==> config.mk <==
export PLATFORM = sky130hd
export DESIGN_NAME = move_input_ctrl
export DESIGN_NICKNAME = d
export VERILOG_FILES = /design/src/rtl/move_input_ctrl.sv
export SDC_FILE = /design/constraint.sdc
export NUM_CORES = 1
export LEC_CHECK = 0
export ABC_AREA = 1
export CELL_PAD_IN_SITES_DETAIL_PLACEMENT = 2
export CELL_PAD_IN_SITES_GLOBAL_PLACEMENT = 2
export CORE_ASPECT_RATIO = 0.6
export CORE_MARGIN = 5
export CORE_UTILIZATION = 38
export DETAILED_ROUTE_END_ITERATION = 7
export GPL_TIMING_DRIVEN = 0
export HOLD_SLACK_MARGIN = 0.08
export PLACE_DENSITY_LB_ADDON = 0.1
export SLEW_MARGIN = 10
export SYNTH_ARGS = -nofsm -noshare
export SYNTH_HDL_FRONTEND = slang
export SYNTH_SLANG_ARGS = --single-unit
==> constraint.sdc <==
create_clock -name clk -period 2.25 [get_ports clk]
set_input_delay 0.3375 -clock clk [delete_from_list [all_inputs] [get_ports clk]]
set_output_delay 0.3375 -clock clk [all_outputs]
set_load 0.02 [all_outputs]
==> src/rtl/move_input_ctrl.sv <==
// move_input_ctrl: debounced keys drive cursor, move type and the conf_mov strobe.
// Optional macro CURSOR_WRAP_EN makes the cursor wrap at the board edges.
module move_input_ctrl #(
   parameter int DEBOUNCE_CYCLES = 250000,
   parameter int CONF_PULSE      = 4,
   parameter int HOLDOFF_CYCLES  = 8192,
   parameter int BOARD_W         = 9,
   parameter int BOARD_H         = 9
) (
   input  logic       clk,
   input  logic       rst,
   input  logic       key_up,
   input  logic       key_down,
   input  logic       key_left,
   input  logic       key_right,
   input  logic       key_mode,
   input  logic       key_confirm,
   output logic [3:0] inx,
   output logic [3:0] iny,
   output logic [3:0] in_type,
   output logic       conf_mov,
   output logic       busy
);

   localparam int DW = $clog2(DEBOUNCE_CYCLES);
   localparam int TC = (CONF_PULSE > HOLDOFF_CYCLES) ?
                       CONF_PULSE : HOLDOFF_CYCLES;
   localparam int TW = $clog2(TC + 1);
   localparam logic [3:0] XMAX = 4'(BOARD_W - 1);
   localparam logic [3:0] YMAX = 4'(BOARD_H - 1);

   localparam int K_UP    = 0;
   localparam int K_DOWN  = 1;
   localparam int K_LEFT  = 2;
   localparam int K_RIGHT = 3;
   localparam int K_MODE  = 4;
   localparam int K_CONF  = 5;

   typedef enum logic [1:0] {
      IDLE,
      ASSERT,
      HOLDOFF,
      WAIT_REL
   } state_t;

   logic [5:0]    raw;
   logic [5:0]    s1_q;
   logic [5:0]    s2_q;
   logic [5:0]    deb_q;
   logic [5:0]    debp_q;
   logic [5:0]    ev_q;
   logic [DW-1:0] cnt_q [6];

   state_t        st_q;
   logic [TW-1:0] tcnt_q;
   logic [3:0]    x_q;
   logic [3:0]    y_q;
   logic          flag_q;
   logic          conf_q;
   logic          busy_q;

   assign raw = {key_confirm, key_mode, key_right,
                 key_left, key_down, key_up};

   // Counter restarts whenever the synchronized key agrees with its debounced value.
   always_ff @(posedge clk or negedge rst) begin
      if (!rst) begin
         s1_q   <= '1;
         s2_q   <= '1;
         deb_q  <= '1;
         debp_q <= '1;
         ev_q   <= '0;
         for (int i = 0; i < 6; i++) cnt_q[i] <= '0;
      end else begin
         s1_q   <= raw;
         s2_q   <= s1_q;
         debp_q <= deb_q;
         ev_q   <= debp_q & ~deb_q;
         for (int i = 0; i < 6; i++) begin
            if (s2_q[i] == deb_q[i]) begin
               cnt_q[i] <= '0;
            end else if (cnt_q[i] == DW'(DEBOUNCE_CYCLES - 1)) begin
               cnt_q[i] <= '0;
               deb_q[i] <= s2_q[i];
            end else begin
               cnt_q[i] <= cnt_q[i] + 1'b1;
            end
         end
      end
   end

   function automatic logic [3:0] step(input logic [3:0] v,
                                       input logic       inc,
                                       input logic [3:0] vmax);
      logic [3:0] r;
      if (inc) begin
`ifdef CURSOR_WRAP_EN
         r = (v >= vmax) ? 4'd0 : v + 4'd1;
`else
         r = (v >= vmax) ? vmax : v + 4'd1;
`endif
      end else begin
`ifdef CURSOR_WRAP_EN
         r = (v == 4'd0) ? vmax : v - 4'd1;
`else
         r = (v == 4'd0) ? 4'd0 : v - 4'd1;
`endif
      end
      return r;
   endfunction

   always_ff @(posedge clk or negedge rst) begin
      if (!rst) begin
         st_q   <= IDLE;
         tcnt_q <= '0;
         x_q    <= '0;
         y_q    <= '0;
         flag_q <= 1'b1;
         conf_q <= 1'b1;
         busy_q <= 1'b0;
      end else begin
         unique case (st_q)
            IDLE: begin
               if (ev_q[K_CONF]) begin
                  st_q   <= ASSERT;
                  tcnt_q <= '0;
                  conf_q <= 1'b0;
                  busy_q <= 1'b1;
               end else begin
                  if (ev_q[K_RIGHT] ^ ev_q[K_LEFT])
                     x_q <= step(x_q, ev_q[K_RIGHT], XMAX);
                  if (ev_q[K_DOWN] ^ ev_q[K_UP])
                     y_q <= step(y_q, ev_q[K_DOWN], YMAX);
                  if (ev_q[K_MODE])
                     flag_q <= ~flag_q;
               end
            end
            ASSERT: begin
               if (tcnt_q == TW'(CONF_PULSE - 1)) begin
                  st_q   <= HOLDOFF;
                  tcnt_q <= '0;
                  conf_q <= 1'b1;
               end else begin
                  tcnt_q <= tcnt_q + 1'b1;
               end
            end
            HOLDOFF: begin
               if (tcnt_q == TW'(HOLDOFF_CYCLES - 1)) begin
                  st_q   <= WAIT_REL;
                  tcnt_q <= '0;
               end else begin
                  tcnt_q <= tcnt_q + 1'b1;
               end
            end
            WAIT_REL: begin
               if (deb_q[K_CONF]) begin
                  st_q   <= IDLE;
                  busy_q <= 1'b0;
               end
            end
            default: begin
               st_q   <= IDLE;
               conf_q <= 1'b1;
               busy_q <= 1'b0;
            end
         endcase
      end
   end

   assign inx      = x_q;
   assign iny      = y_q;
   assign in_type  = flag_q ? 4'd10 : 4'd0;
   assign conf_mov = conf_q;
   assign busy     = busy_q;

endmodule
== Yosys cells after proc, flatten, opt, wreduce, memory -nomap -nowiden ==
Index checks and enable logic that the tools add are counted.

* Logic and storage cells: 122
* Output and inout bits: 14
* Bits in registers: 165

* Multiplexer cells: 34
* Reduce and logical (&&, ||, !) cells: 19
* $add $sub $neg: 11
* $lt $le $gt $ge: 2
* Eq/ne operators: 21
* Bitwise gates (word level): 12

{| class="wikitable"
|+ Operators with widths
! cell !! count
|-
| 2-to-1 mux 18 bit || 12
|-
| adder 18 x 1 -> 18 bit, second input constant || 6
|-
| equality test 18 bit, second input constant || 6
|-
| 2-to-1 mux 14 bit || 3
|-
| one-hot mux 14 bit (3 select lines) || 1
|-
| 2-to-1 mux 4 bit || 7
|-
| AND reduction 3 bit || 5
|-
| adder 14 x 1 -> 14 bit, second input constant || 1
|-
| equality test 14 x 13 -> 1 bit, second input constant || 1
|-
| equality test 14 x 2 -> 1 bit, second input constant || 1
|-
| AND reduction 2 bit || 7
|-
| adder 4 x 1 -> 4 bit, second input constant || 2
|-
| >= comparator 4 bit, second input constant || 2
|-
| logical NOT 4 bit || 2
|-
| 2-to-1 mux 2 bit || 4
|-
| inequality test 2 bit, second input constant || 4
|-
| inverter 1 bit || 8
|-
| one-hot mux 2 bit (4 select lines) || 1
|-
| subtractor 4 x 1 -> 4 bit, second input constant || 2
|-
| AND 6 bit || 1
|-
| equality test 1 bit || 6
|-
| inverter 6 bit || 1
|-
| equality test 2 bit, second input constant || 2
|-
| 2-to-1 mux 1 bit || 4
|-
| 7 further kinds || 10
|}

== Depth between registers and ports, before layout ==
* Depth after elaboration: 3
* Depth in mapped cells: 11
* Gate-level depth less buffers: 11

== Worst setup path after synthesis ==
Ideal clock, no wire load.

* Path kind: reg-to-reg
* From: reg st_q[0]
* To: reg tcnt_q[9]
* Required time: 2,123 ps
* Clock period less this slack: 1,550 ps
* Path slack: 700 ps
* Path buffers: 0
* Stages on the path, launching flop included: 11
* Library setup time: 127 ps
* Arrival time: 1,423 ps
* Cells stage by stage: dfrtp_1 -> inv_1 -> ha_1 -> o21ai_2 -> inv_2 -> nand2_2 -> inv_1 -> nand2_1 -> nand2_1 -> nand2_1 -> a21oi_1

* Cells in the longest elaborated chain, start to end: 3
* Elaborated cells between the ends (all ways): 7
* Classes of those cells: eq/ne (3); mux (1); reduce/logical (3)

{| class="wikitable"
|+ Ends and longest elaborated chain
! item !! line !! text
|-
| start: declaration || 54 || <nowiki>state_t st_q;</nowiki>
|-
| start signal: assignment || 114 || <nowiki>st_q <= IDLE;</nowiki>
|-
| start signal: assignment || 125 || <nowiki>st_q <= ASSERT;</nowiki>
|-
| start signal: assignment || 140 || <nowiki>st_q <= HOLDOFF;</nowiki>
|-
| equality test 2 bit (tied with other cells) || 122 || <nowiki>unique case (st_q)</nowiki>
|-
| nonzero test 3 bit (no source line) / inequality test 2 bit (equally long branches) || -- ||
|-
| AND reduction 2 bit (no source line) || -- ||
|-
| end signal: assignment || 144 || <nowiki>tcnt_q <= tcnt_q + 1'b1;</nowiki>
|-
| end signal: assignment || 152 || <nowiki>tcnt_q <= tcnt_q + 1'b1;</nowiki>
|-
| end: declaration || 55 || <nowiki>logic [TW-1:0] tcnt_q;</nowiki>
|}

Parallel ways exist; a longest one is shown, timed or not.
A chain may end at the register's enable or synchronous reset.

== Final worst setup path ==
* From: reg flag_q
* To: out in_type[3]

* Cells in the longest elaborated chain, start to end: 1

{| class="wikitable"
|+ Ends and longest elaborated chain
! item !! line !! text
|-
| start: declaration || 58 || <nowiki>logic flag_q;</nowiki>
|-
| start signal: assignment || 135 || <nowiki>flag_q <= ~flag_q;</nowiki>
|-
| 2-to-1 mux 4 bit || 172 || <nowiki>assign in_type = flag_q ? 4'd10 : 4'd0;</nowiki>
|-
| end: declaration || 20 || <nowiki>output logic [3:0] in_type,</nowiki>
|}

Every way passes these cells.

==> impl_metrics.py <==
metrics = {
    "synth": {
        "synth_common_cells": "234 x nand2_1, 232 x nor2_1, 139 x dfrtp_1",
        "synthCells": 1104,
        "syn_area_per_cell_sq_um": 7.84,
        "syn_area_sq_um": 8650,
        "synthTopCellsByArea": "dfrtp_1 40%, nand2_1 10%, nor2_1 10%",
        "ys_ff_latch": 165,
        "yosys.cell_types.count": 38,
        "synth_most_common_cell": "nand2_1",
        "ys_seq_area_frac": 0.481,
        "ys_async_sr_fraction": 1.00,
        "synth_edf_count": 0,
        "yosys_warnings": 0,
        "yosysTopAreaCellShare": 0.402,
        "synth_ff_type": "dfrtp_1",
        "synth_top_area_cell": "dfrtp_1",
    },
    "timing": {
        "tightest_slew_ns": 0.592,
        "finalMaxSlewViolations": 0,
        "hold_ws_ns": 0.290,
        "fin_worst_skew_ns": 0.0119,
        "grt_setup_unrepaired": "no",
        "post-route-period-util": 0.907,
        "setup_viol": 0,
        "period_minus_slack_ns": 2.04,
        "finalHoldViolations": 0,
        "relSlewSlack": 0.605,
        "max_freq_mhz": 490,
        "post-route-worst-setup-slack_ns": 0.208,
    },
    "layout": {
        "final_core_util": 0.446,
        "area_growth_pct": 14.7,
        "layout.cells.non_filler": 1466,
        "diodes": 0,
        "layout-drive-gt1-share": 0.0846,
        "fin_nets": 1168,
        "register_area_sq_um": 4160,
        "fillCellCount": 2569,
        "multiInputGateArea_sq_um": 3960,
    },
    "floorplanning": {
        "core_sq_um": 22200,
        "die_y_um": 127,
        "start_util": 0.389,
        "die_w_um": 205,
        "pin_count": 22,
        "num_rows": 42,
        "dieArea_sq_um": 26000,
    },
    "worst_setup_path": {
        "path_cells": "buf_4, clkdlybuf4s50_1",
        "max_stage_delay_ns": 0.59,
        "crit_required_ns": 1.91,
        "reg2reg_depth": 8,
        "r2r-start": "st_q[1]",
        "critPathMaxFanout": 3,
        "reg2reg_to": "inx[0]",
        "ff2ff_setup_slack_ns": 0.29,
        "crit_buf_inv": 2,
        "worstPathArrival_ns": 1.70,
        "setup.worst_path.class": "flop to output pin",
        "cp_slowest_cell": "clkdlybuf4s50_1",
        "critPathCaptureType": "output pin",
        "crit_family": "buffers and inverters",
        "worstSetupStartpointType": "flop",
    },
    "placed_design": {
        "gp_congestion": 0.785,
        "dp_hpwl_um": 18500,
        "port-buffer-count": 19,
        "pre_cts_ws_ns": 0.249,
        "place_inst": 1433,
    },
    "clock_tree": {
        "ctsHtreeMaxLevel": 4,
        "tritoncts": "done",
        "cts.sinks": 165,
        "cts_buffer_depth": 2,
        "path_clk_slew_ns": 0.07,
        "cts_root_buf": "clkbuf_16",
        "clk_latency_ns": 0.45,
        "cts-resized-gates": 0,
        "cts_setup_buffers": 0,
        "cts_buffers": 17,
    },
    "detailed_routing": {
        "drc": 0,
        "wirelength_um": 25400,
        "wl_per_cell_um": 17.3,
        "vias": 7410,
        "antenna_left": 0,
        "firstDrtPassIters": 4,
        "drtIter0Drc": 316,
        "via_per_inst": 5.05,
    },
    "grt": {
        "grt_pass1_wl_um": 43700,
        "track_usage": 0.209,
        "overflow": 0,
        "grt_max_degree": 92,
        "grt_pass1_vias": 8371,
        "antenna_found_initial": 0,
    },
    "run_status": {
        "outcome": "finished clean",
    },
    "power_and_ir_drop": {
        "leakage_nw": 4.33,
        "power_density_nw_per_um2": 657,
        "ir_drop_mv": 0.500,
    },
    "worst_hold_path": {
        "min_path_type": "input pin to flop",
        "hold_start": "key_confirm",
        "min_path_cells": 1,
        "min_to": "s1_q[5]",
    },
    "flow_run": {
        "max_cap_violations": 0,
    },
}
## where the power goes
part / leakage, nW / internal [mW] / switching, mW / total (mW)
clock: 0.307 / 2.00 / 1.28 / 3.28
combinational: 1.83 / 0.0535 / 0.138 / 0.192
sequential: 2.20 / 3.01 / 0.0342 / 3.05
## sequential cells by signal, indices dropped and copies added (netlist names)
name      count
s2_q          6
cnt_q       108
conf_mov      1
busy          1
s1_q          6
tcnt_q       14
iny           4
flag_q        1
debp_q        6
deb_q         6
inx           4
ev_q          6
st_q          2
## per-layer routing
metal	GRT usage	routed length, um	part of all wire	vias to the layer above
li1	-	-	-	3600
met1	0.303	13300	0.53	3738
met2	0.324	11200	0.44	52
met3	0.0375	547	0.022	20
met4	0.0535	256	0.010	0
met5	0	0	0	-
## worst max path at each step
stage / from / to / slack (ns) / cells past startpoint
detailed placement: st_q[0] / inx[0] / 0.25 / 8
CTS: flag_q / in_type[3] / 0.17 / 2
floorplan: st_q[0] / tcnt_q[9] / 0.70 / 10
global route: cnt_q[0] / cnt_q[12] / 0.06 / 8
global placement: rst / cnt_q[106] / -6.32 / 1
finish: flag_q / in_type[3] / 0.21 / 2
## through the flow
| step | setup TNS [ns] | total power, mW | cell area [sq um] |
|---|---|---|---|
| 2_1_floorplan | 0 | 3.17 | 8650 |
| 3_3_place_gp | -981.14 | 3.28 | 9230 |
| 3_5_place_dp | 0 | 3.30 | 9260 |
| 4_1_cts | 0 | 6.60 | 9920 |
| 5_1_grt | 0 | 6.78 | 9920 |
| 6_report | 0 | 6.52 | 9920 |
## area by class of cell
cell class              instances  share of cell area
flip-flops and latches        165               0.420
multi-input cells             802               0.399
inverters                     130              0.0492
clock buffers                  20              0.0450
well taps                     308              0.0388
repair buffers                 21              0.0235
clock inverters                12              0.0202
plain buffers                   8             0.00505
## logic make-up (layout without fill, tap and decap cells)
kind of cell,count (synthesis),count (layout),share of synthesized area
AOI/OAI and AO/OA,73,73,0.0485
xor gates and xnor gates,55,55,0.0557
adders and majority gates,15,15,0.0217
buffers and inverters,138,191,0.0622
DFF,165,165,0.481
and+or+nand+nor,657,657,0.330
other,1,2,0.000433
## worst reg2reg max path, cell delays in order (launching register included)
cell       delay [ns]
dfrtp_1          0.42
inv_1            0.10
ha_1             0.32
inv_1            0.07
nor2_1           0.37
nand2_1          0.17
nor2_4           0.20
o2111ai_1        0.13
o21ai_0          0.10
## layout by cell type (no fill, tap or decap), types with 3 or more instances in the layout
master           synthesis  routed
nor2_4                   3       3
nor3_1                  52      52
nand3_1                 76      76
xor2_1                  44      44
bufinv_16                0       5
ha_1                    15      15
nand2_2                  7       7
clkbuf_16                0      17
a21oi_1                 28      28
nor2_2                   4       4
o21bai_1                 5       5
inv_1                  127     127
dfrtp_1                139     139
or2_2                    4       4
nand4_1                 21      21
o21ai_0                 20      20
nor3_2                   3       3
buf_2                    3       3
clkdlybuf4s50_1          0      18
buf_4                    4       4
a31oi_1                 10      10
dfstp_2                 26      26
xnor2_1                 11      11
o211ai_1                 4       4
nand3_2                  5       5
nor3b_1                 10      10
nor2_1                 232     232
nand2_1                234     234
clkinvlp_4               0       3
## repair_timing
item	4_1_cts	5_1_grt
endpoints found under the hold margin	63	0
hold buffers	1	0
endpoints found under the setup margin	0	0
Power figures use the tool's default switching activity.
